$ cat config.mk
export PLATFORM = sky130hd
export DESIGN_NAME = adder_2bit_sweeper_flat
export DESIGN_NICKNAME = d
export VERILOG_FILES = /design/src/rtl/adder_2bit_sweeper_pkg.sv /design/src/rtl/adder_2bit_sweeper_if.sv /design/src/rtl/adder_2bit_sweeper_settle.sv /design/src/rtl/adder_2bit_sweeper.sv /design/src/flat_wrapper.sv
export SDC_FILE = /design/constraint.sdc
export NUM_CORES = 1
export LEC_CHECK = 0
export BUFFER_PORTS_ARGS = -buffer_cell sky130_fd_sc_hd__buf_2
export CAP_MARGIN = 25
export CELL_PAD_IN_SITES_DETAIL_PLACEMENT = 0
export CELL_PAD_IN_SITES_GLOBAL_PLACEMENT = 2
export CORE_UTILIZATION = 32
export CTS_CLUSTER_SIZE = 10
export DETAILED_ROUTE_END_ITERATION = 12
export PLACE_DENSITY_LB_ADDON = 0.1
export SETUP_SLACK_MARGIN = 0.02
export SYNTH_ARGS = -nofsm -noshare
export SYNTH_HDL_FRONTEND = slang
export SYNTH_SLANG_ARGS = --single-unit
$ cat constraint.sdc
create_clock -name Clk -period 2.7 [get_ports Clk]
set_input_delay 0.54 -clock Clk [delete_from_list [all_inputs] [get_ports Clk]]
set_output_delay 0.54 -clock Clk [all_outputs]
set_load 0.01 [all_outputs]
$ cat src/rtl/adder_2bit_sweeper_pkg.sv
// Shared definitions for the adder_2bit self-test sweeper: FSM encoding and sweep size.
package adder_pkg;

  typedef enum logic [1:0] {
    IDLE   = 2'd0,
    DRIVE  = 2'd1,
    SAMPLE = 2'd2,
    DONE   = 2'd3
  } state_t;

  // Number of {A,B} operand pairs for a given operand width.
  function automatic int VEC_COUNT(input int width);
    return 1 << (2 * width);
  endfunction

endpackage

$ cat src/rtl/adder_2bit_sweeper_if.sv
// Bus between the sweeper, the adder under test and whoever reads the results.
interface adder_2bit_sweeper_if #(parameter int WIDTH = 2);
  logic                 Start;
  logic [WIDTH-1:0]     A;
  logic [WIDTH-1:0]     B;
  logic [WIDTH-1:0]     Sum;
  logic                 Carry;
  logic                 Busy;
  logic                 Done;
  logic [2*WIDTH:0]     PassCount;
  logic [2*WIDTH:0]     FailCount;
  logic                 FailValid;
  logic [2*WIDTH-1:0]   FirstFailVec;

  modport master (
    input  Start, Sum, Carry,
    output A, B, Busy, Done, PassCount, FailCount, FailValid, FirstFailVec
  );

  modport slave (
    output Start, Sum, Carry,
    input  A, B, Busy, Done, PassCount, FailCount, FailValid, FirstFailVec
  );
endinterface

$ cat src/rtl/adder_2bit_sweeper_settle.sv
// Loadable 4-bit down-counter that times how long each vector is held.
module sweep_settle_timer (
  input  logic       clk,
  input  logic       rst,
  input  logic       load,
  input  logic [3:0] load_val,
  input  logic       dec,
  output logic       zero
);
  logic [3:0] cnt;

  always_ff @(posedge clk) begin
    if (rst)                     cnt <= '0;
    else if (load)               cnt <= load_val;
    else if (dec && cnt != 4'd0) cnt <= cnt - 4'd1;
  end

  assign zero = (cnt == 4'd0);
endmodule

$ cat src/rtl/adder_2bit_sweeper.sv
// Exhaustive {A,B} sweep of an external adder: drive, settle, sample, tally.
import adder_pkg::*;

module adder_2bit_sweeper #(
  parameter int WIDTH  = 2,
  parameter int SETTLE = 2
) (
  input logic                  Clk,
  input logic                  Rst,
  adder_2bit_sweeper_if.master bus
);
  localparam int VW = 2 * WIDTH;
  localparam int CW = $clog2(VEC_COUNT(WIDTH)) + 1;

  state_t          state, state_nxt;
  logic [VW-1:0]   vec;
  logic [CW-1:0]   pass_cnt, fail_cnt;
  logic            fail_vld;
  logic [VW-1:0]   first_fail;
  logic            go, last, match, tmr_load, tmr_zero;

  assign go       = bus.Start && (state == IDLE || state == DONE);
  assign last     = (vec == VW'(VEC_COUNT(WIDTH) - 1));
  assign match    = ({bus.Carry, bus.Sum} ==
                     ({1'b0, vec[VW-1:WIDTH]} + {1'b0, vec[WIDTH-1:0]}));
  assign tmr_load = go || (state == SAMPLE && !last);

  sweep_settle_timer u_settle (
    .clk      (Clk),
    .rst      (Rst),
    .load     (tmr_load),
    .load_val (4'(SETTLE - 1)),
    .dec      (state == DRIVE),
    .zero     (tmr_zero)
  );

  always_comb begin
    state_nxt = state;
    case (state)
      IDLE, DONE: if (bus.Start) state_nxt = DRIVE;
      DRIVE:      if (tmr_zero)  state_nxt = SAMPLE;
      SAMPLE:     state_nxt = last ? DONE : DRIVE;
      default:    state_nxt = IDLE;
    endcase
  end

  always_ff @(posedge Clk) begin
    if (Rst) state <= IDLE;
    else     state <= state_nxt;
  end

  // A start from IDLE or DONE wipes the previous sweep's results on the same edge.
  always_ff @(posedge Clk) begin
    if (Rst || go) begin
      vec        <= '0;
      pass_cnt   <= '0;
      fail_cnt   <= '0;
      fail_vld   <= 1'b0;
      first_fail <= '0;
    end else if (state == SAMPLE) begin
      if (match) pass_cnt <= pass_cnt + 1'b1;
      else begin
        fail_cnt <= fail_cnt + 1'b1;
        if (!fail_vld) begin
          fail_vld   <= 1'b1;
          first_fail <= vec;
        end
      end
      if (!last) vec <= vec + 1'b1;
    end
  end

  assign bus.A            = vec[VW-1:WIDTH];
  assign bus.B            = vec[WIDTH-1:0];
  assign bus.Busy         = (state == DRIVE) || (state == SAMPLE);
  assign bus.Done         = (state == DONE);
  assign bus.PassCount    = pass_cnt;
  assign bus.FailCount    = fail_cnt;
  assign bus.FailValid    = fail_vld;
  assign bus.FirstFailVec = first_fail;
endmodule

$ cat src/flat_wrapper.sv
// flat-port wrapper written by rule: the top's interface ports become plain ports
module adder_2bit_sweeper_flat 
#(
  parameter int WIDTH  = 2,
  parameter int SETTLE = 2
)
  (Clk, Rst, bus_Start, bus_Sum, bus_Carry, bus_A, bus_B, bus_Busy, bus_Done, bus_PassCount, bus_FailCount, bus_FailValid, bus_FirstFailVec);
  adder_2bit_sweeper_if #(.WIDTH(WIDTH)) bus_i ();
  input logic Clk;
  input logic Rst;
  input wire logic [$bits(bus_i.Start)-1:0] bus_Start;
  input wire logic [$bits(bus_i.Sum)-1:0] bus_Sum;
  input wire logic [$bits(bus_i.Carry)-1:0] bus_Carry;
  output wire logic [$bits(bus_i.A)-1:0] bus_A;
  output wire logic [$bits(bus_i.B)-1:0] bus_B;
  output wire logic [$bits(bus_i.Busy)-1:0] bus_Busy;
  output wire logic [$bits(bus_i.Done)-1:0] bus_Done;
  output wire logic [$bits(bus_i.PassCount)-1:0] bus_PassCount;
  output wire logic [$bits(bus_i.FailCount)-1:0] bus_FailCount;
  output wire logic [$bits(bus_i.FailValid)-1:0] bus_FailValid;
  output wire logic [$bits(bus_i.FirstFailVec)-1:0] bus_FirstFailVec;
  assign bus_i.Start = bus_Start;
  assign bus_i.Sum = bus_Sum;
  assign bus_i.Carry = bus_Carry;
  assign bus_A = bus_i.A;
  assign bus_B = bus_i.B;
  assign bus_Busy = bus_i.Busy;
  assign bus_Done = bus_i.Done;
  assign bus_PassCount = bus_i.PassCount;
  assign bus_FailCount = bus_i.FailCount;
  assign bus_FailValid = bus_i.FailValid;
  assign bus_FirstFailVec = bus_i.FirstFailVec;
  adder_2bit_sweeper #(.WIDTH(WIDTH), .SETTLE(SETTLE)) u_core (.Clk(Clk), .Rst(Rst), .bus(bus_i));
endmodule
; Word level (Yosys, flattened, before mapping)
; Cells that the tools add are included.
[op_classes]
n_mux = 6
n_bitwise = 3
n_reduce_logical = 19
n_addsub = 5
n_eq_ne = 7
[op_table]
columns = operator, count
row1 = adder 5 x 1 -> 5 bit (second input constant), 2
row2 = AND reduction 2 bit, 4
row3 = 2-to-1 mux 2 bit, 3
row4 = one-hot mux 2 bit (3 select lines), 1
row5 = adder 4 x 1 -> 4 bit (second input constant), 1
row6 = equality test 2 bit (second input constant), 2
row7 = equality test 4 bit (second input constant), 1
row8 = logical NOT 4 bit, 1
row9 = logical OR 1 bit, 4
row10 = nonzero test 4 bit, 1
row11 = OR reduction 2 bit, 2
row12 = subtractor 4 x 1 -> 4 bit (second input constant), 1
row13 = adder 2 x 2 -> 3 bit, 1
row14 = equality test 3 bit, 1
row15 = logical AND 1 bit, 3
row16 = NOT 1 bit, 3
row17 = AND reduction 3 bit, 1
row18 = equality test 2 x 1 -> 1 bit (second input constant), 1
row19 = logical NOT 2 bit, 1
row20 = 2-to-1 mux 1 bit, 2
row21 = != test 2 x 1 -> 1 bit (second input constant), 1
row22 = != test 2 bit (second input constant), 1
row23 = nonzero test 2 bit, 1
row24 = logical NOT 1 bit, 1
[word_totals]
regBits = 25

; Logic depth before layout (Yosys ltp)
[depth]
ltp_word = 5
depth_mapped = 7

; Hierarchy
; From an unflattened synthesis, not the netlist that was laid out.
[hier_totals]
hier_cells = 146
area_unflattened_um2 = 1357.6
[modules_own_cells]
columns = module, cells_each, area_per_inst_um2, n_inst
row1 = adder_2bit_sweeper, 117, 1094.8, 1
row2 = sweep_settle_timer, 29, 262.8, 1

; Worst setup path after synthesis
; No wires, ideal clock.
[synth_timing]
kind = reg2reg
startpoint = register u_core.vec[2]
endpoint = register u_core.first_fail[3], in the netlist u_core.bus.FirstFailVec[3]
t_required_ps = 2585
arrival_ps = 1883
n_path_buf = 0
slack_ps = 702
stages_incl_launch_ff = 7
cell_sequence = dfxtp_1 > ha_1 > fa_1 > xor2_2 > o311a_4 > mux2i_1 > nor2_1
[synth_via]
elab_chain_cells = 4
[synth_rtl]
columns = item, line
row1 = from (decl), adder_2bit_sweeper.sv:16  ; logic [VW-1:0] vec;
row2 = from (signal assigned), adder_2bit_sweeper.sv:69  ; if (!last) vec <= vec + 1'b1;
row3 = adder 2 x 2 -> 3 bit, adder_2bit_sweeper.sv:25  ; ({1'b0, vec[VW-1:WIDTH]} + {1'b0, vec[WIDTH-1:0]}));
row4 = equality test 3 bit, adder_2bit_sweeper.sv:24  ; assign match = ({bus.Carry, bus.Sum} ==
row5 = NOT 1 bit (no source line), n/a
row6 = AND reduction 3 bit (no source line), n/a
row7 = to (signal assigned), adder_2bit_sweeper.sv:66  ; first_fail <= vec;
row8 = to (decl), adder_2bit_sweeper.sv:19  ; logic [VW-1:0] first_fail;
; Every way passes these cells.
; A chain may end at the register's enable or synchronous reset.

; Worst setup path after layout
[layout_timing]
startpoint = register u_core.vec[0]
endpoint = register u_core.first_fail[3], in the netlist u_core.bus.FirstFailVec[3]
; The elaborated chain is that of the path after synthesis.

==> flow_metrics.env <==
export IMPL_fp_row_count=22
export IMPL_synth_area_per_cell_um2=9.64
export IMPL_via_per_inst=4.62
export IMPL_startpoint="u_core.vec[0]"
export IMPL_fin_nets=178
export IMPL_path_clk_slew_ns=0.09
export IMPL_setup_tns_ns=0
export IMPL_path_buf_inv=0
export IMPL_grt_ovfl_total=0
export IMPL_start_util_pct=34.3
export IMPL_firstDrtPassIters=6
export IMPL_path_max_fanout=6
export IMPL_ys_seq_area_share_pct=39.0
export IMPL_period_minus_slack_ns=2.13
export IMPL_setup_viol=0
export IMPL_skew_ns=0.00669
export IMPL_path_cells="ha_1, fa_1, xor2_2, o311a_4, mux2i_1, nor2_1"
export IMPL_status="finished, final reports clean"
export IMPL_setup_ws_ns=0.567
export IMPL_die_w_um=65.3
export IMPL_n_antenna_cell=0
export IMPL_drc=0
export IMPL_tightest_slew_ns=0.569
export IMPL_cp_arrival_ns=2.28
export IMPL_slowest_stage="fa_1"
export IMPL_relSlewSlack_pct=62.1
export IMPL_final_util_pct=40.0
export IMPL_ys_ff_latch=25
export IMPL_critPathMaxStageDelay_ns=0.56
export IMPL_die_height_um=65.3
export IMPL_htreeDepth=1
export IMPL_synth_xor_area_share_pct=14.0
export IMPL_synth_simple_area_share_pct=17.0
export IMPL_cts_sinks=25
export IMPL_ios=27
export IMPL_slew_violations=0
export IMPL_dieArea_um2=4260
export IMPL_max_freq_mhz=469
export IMPL_clockRootBuffer="clkbuf_8"
export IMPL_coreArea_um2=3740
export IMPL_final_hold_viol_count=0
export IMPL_min_delay_start="Rst"
export IMPL_synthTopCellsByArea="dfxtp_1 39%, ha_1 7.8%, xnor2_1 7.5%"
export IMPL_crit_type="flip-flop to flip-flop"
export IMPL_place_ws_ns=0.579
export IMPL_gp_congestion=0.716
export IMPL_fin_area_um2=1500
export IMPL_final_common_cell="buf_2"
export IMPL_syn_area_um2=1280
export IMPL_postPlaceCellArea_um2=1450
export IMPL_cts_path_max_buffers=2
export IMPL_postRouteAntennaNets=0
export IMPL_syn_nets=148
export IMPL_synth_top_area_share_pct=39.0
export IMPL_r2r_start="u_core.vec[0]"
export IMPL_synth_distinct_cells=28
export IMPL_cts_tree="yes"
export IMPL_finalCritPeriodShare_pct=79.0
export IMPL_syn_inst=133
export IMPL_synth_top_family_by_area="simple AND/OR/NAND/NOR gates"
export IMPL_grt_max_degree=15
export IMPL_num_fill_cells=410
export IMPL_drt_iter0_drc=34
export IMPL_crit_path_end_kind="flip-flop"
export IMPL_cts_resized=0
export IMPL_post_cts_buffers=0
export IMPL_hpwl_mm=1.95
export IMPL_crit_path_start_kind="flip-flop"
export IMPL_vias=971
export IMPL_path_delay_family="adder cells"
export IMPL_syn_to_final_growth_pct=16.9
export IMPL_p_total_uw=726
export IMPL_antenna_found_initial=0
export IMPL_port_buffers=26
export IMPL_synthAdderAreaFrac_pct=9.37
export IMPL_hold_buffers=0
export IMPL_synth_mux_area_share_pct=4.68
export IMPL_grt_pass1_wl_mm=4.20
export IMPL_crit_required_ns=2.85
export IMPL_rsz0062_at_grt="false"
export IMPL_clk_latency_ns=0.26
export IMPL_maxCapViolations=0
export IMPL_power_density_nw_per_um2=485
export IMPL_yosys_area_top_type="dfxtp_1"
export IMPL_wl_per_cell_um=12.1
export IMPL_synth_compound_area_share_pct=11.2
export IMPL_ir_drop_v=0.000176
export IMPL_cts_buffers_inserted=3
export IMPL_hold_path_class="input port to flip-flop"
export IMPL_final_layout_size_suffix_gt1_share_pct=22.2
export IMPL_total_leakage_power_nw=0.632
export IMPL_track_usage_pct=12.8
export IMPL_ys_warn_count=0
export IMPL_grt_pass1_vias=927
export IMPL_finalWirelength_mm=2.54
export IMPL_final_cell_mix="26 x buf_2, 25 x dfxtp_1, 21 x nor2_1"
cell families after synthesis:
kind of cell             after synthesis
AND/OR/NAND/NOR                       46
flip-flops                            25
AO/OA/AOI/OAI                         19
XOR/XNOR                              18
buffers and inverters                 10
adder cells (fa/ha/maj)                9
multiplexers                           6
routing by layer:
layer	wire (um)	up-vias	global-route usage [%]	part of all wire, %
met5	0	-	0	0
met4	23	0	4.89	0.91
met3	110	2	2.26	4.3
met2	1220	14	22.0	48
li1	-	511	-	-
met1	1180	444	15.7	47
metrics by stage:
stage	instances	hold WS (ns)
2_1_floorplan	133	0.481
3_3_place_gp	206	0.474
3_5_place_dp	206	0.483
4_1_cts	210	0.465
5_1_grt	210	0.475
6_report	210	0.475
registers in the layout, indices dropped and copies added, names as in the netlist:
signal and flops:
u_core.bus.FailCount 5, u_core.bus.PassCount 5, u_core.bus.FirstFailVec 4, u_core.u_settle.cnt 4
u_core.vec 4, u_core.state 2, u_core.bus.FailValid 1
synth_stat cells:
cell type   n
dfxtp_1    25
nor2_1     21
xnor2_1    11
ha_1        8
a21oi_1     7
inv_1       7
nand2_1     7
mux2i_1     6
nand4_1     4
xor2_1      4
a31oi_1     3
buf_6       3
nand3_1     3
nor4_1      3
o21ai_0     3
xor2_2      3
a211oi_1    2
nand2b_1    2
or3_1       2
a311oi_1    1
a41oi_1     1
and3_1      1
and4b_1     1
fa_1        1
nor3_1      1
nor3b_1     1
o311a_4     1
o31ai_4     1
power breakdown:
group	total (mW)	internal, mW	switching (mW)	leakage, nW
Clock	0.220	0.105	0.115	0.0228
Combinational	0.117	0.0456	0.0711	0.408
Sequential	0.389	0.379	0.00996	0.202
Total	0.726	0.530	0.196	0.632
worst register-to-register path: cells and delay by family (launching register included):
kind	cells	cell delay, ns
multiplexers	1	0.20
AND/OR/NAND/NOR	1	0.06
flip-flops	1	0.39
adder cells (fa/ha/maj)	2	0.80
AO/OA/AOI/OAI	1	0.25
XOR/XNOR	1	0.32
final timing paths:
kind | endpoint | slack (ns) | cells after the start
max | u_core.bus.FirstFailVec[3] | 0.57 | 6
min | u_core.state[0] | 0.48 | 2
max reg2reg | u_core.bus.FirstFailVec[3] | 0.57 | 6
min reg2reg | u_core.bus.FirstFailVec[0] | 0.50 | 2
area by class of cell:
cell class | count | area, um2 | share of cell area, %
clock buffer | 4 | 45.0 | 3.01
multi-input combinational | 98 | 722 | 48.2
inverter | 7 | 26.3 | 1.75
sequential | 25 | 500 | 33.4
timing repair buffer | 28 | 145 | 9.68
tap | 48 | 60.1 | 4.01
Power figures use the tool's default switching activity.
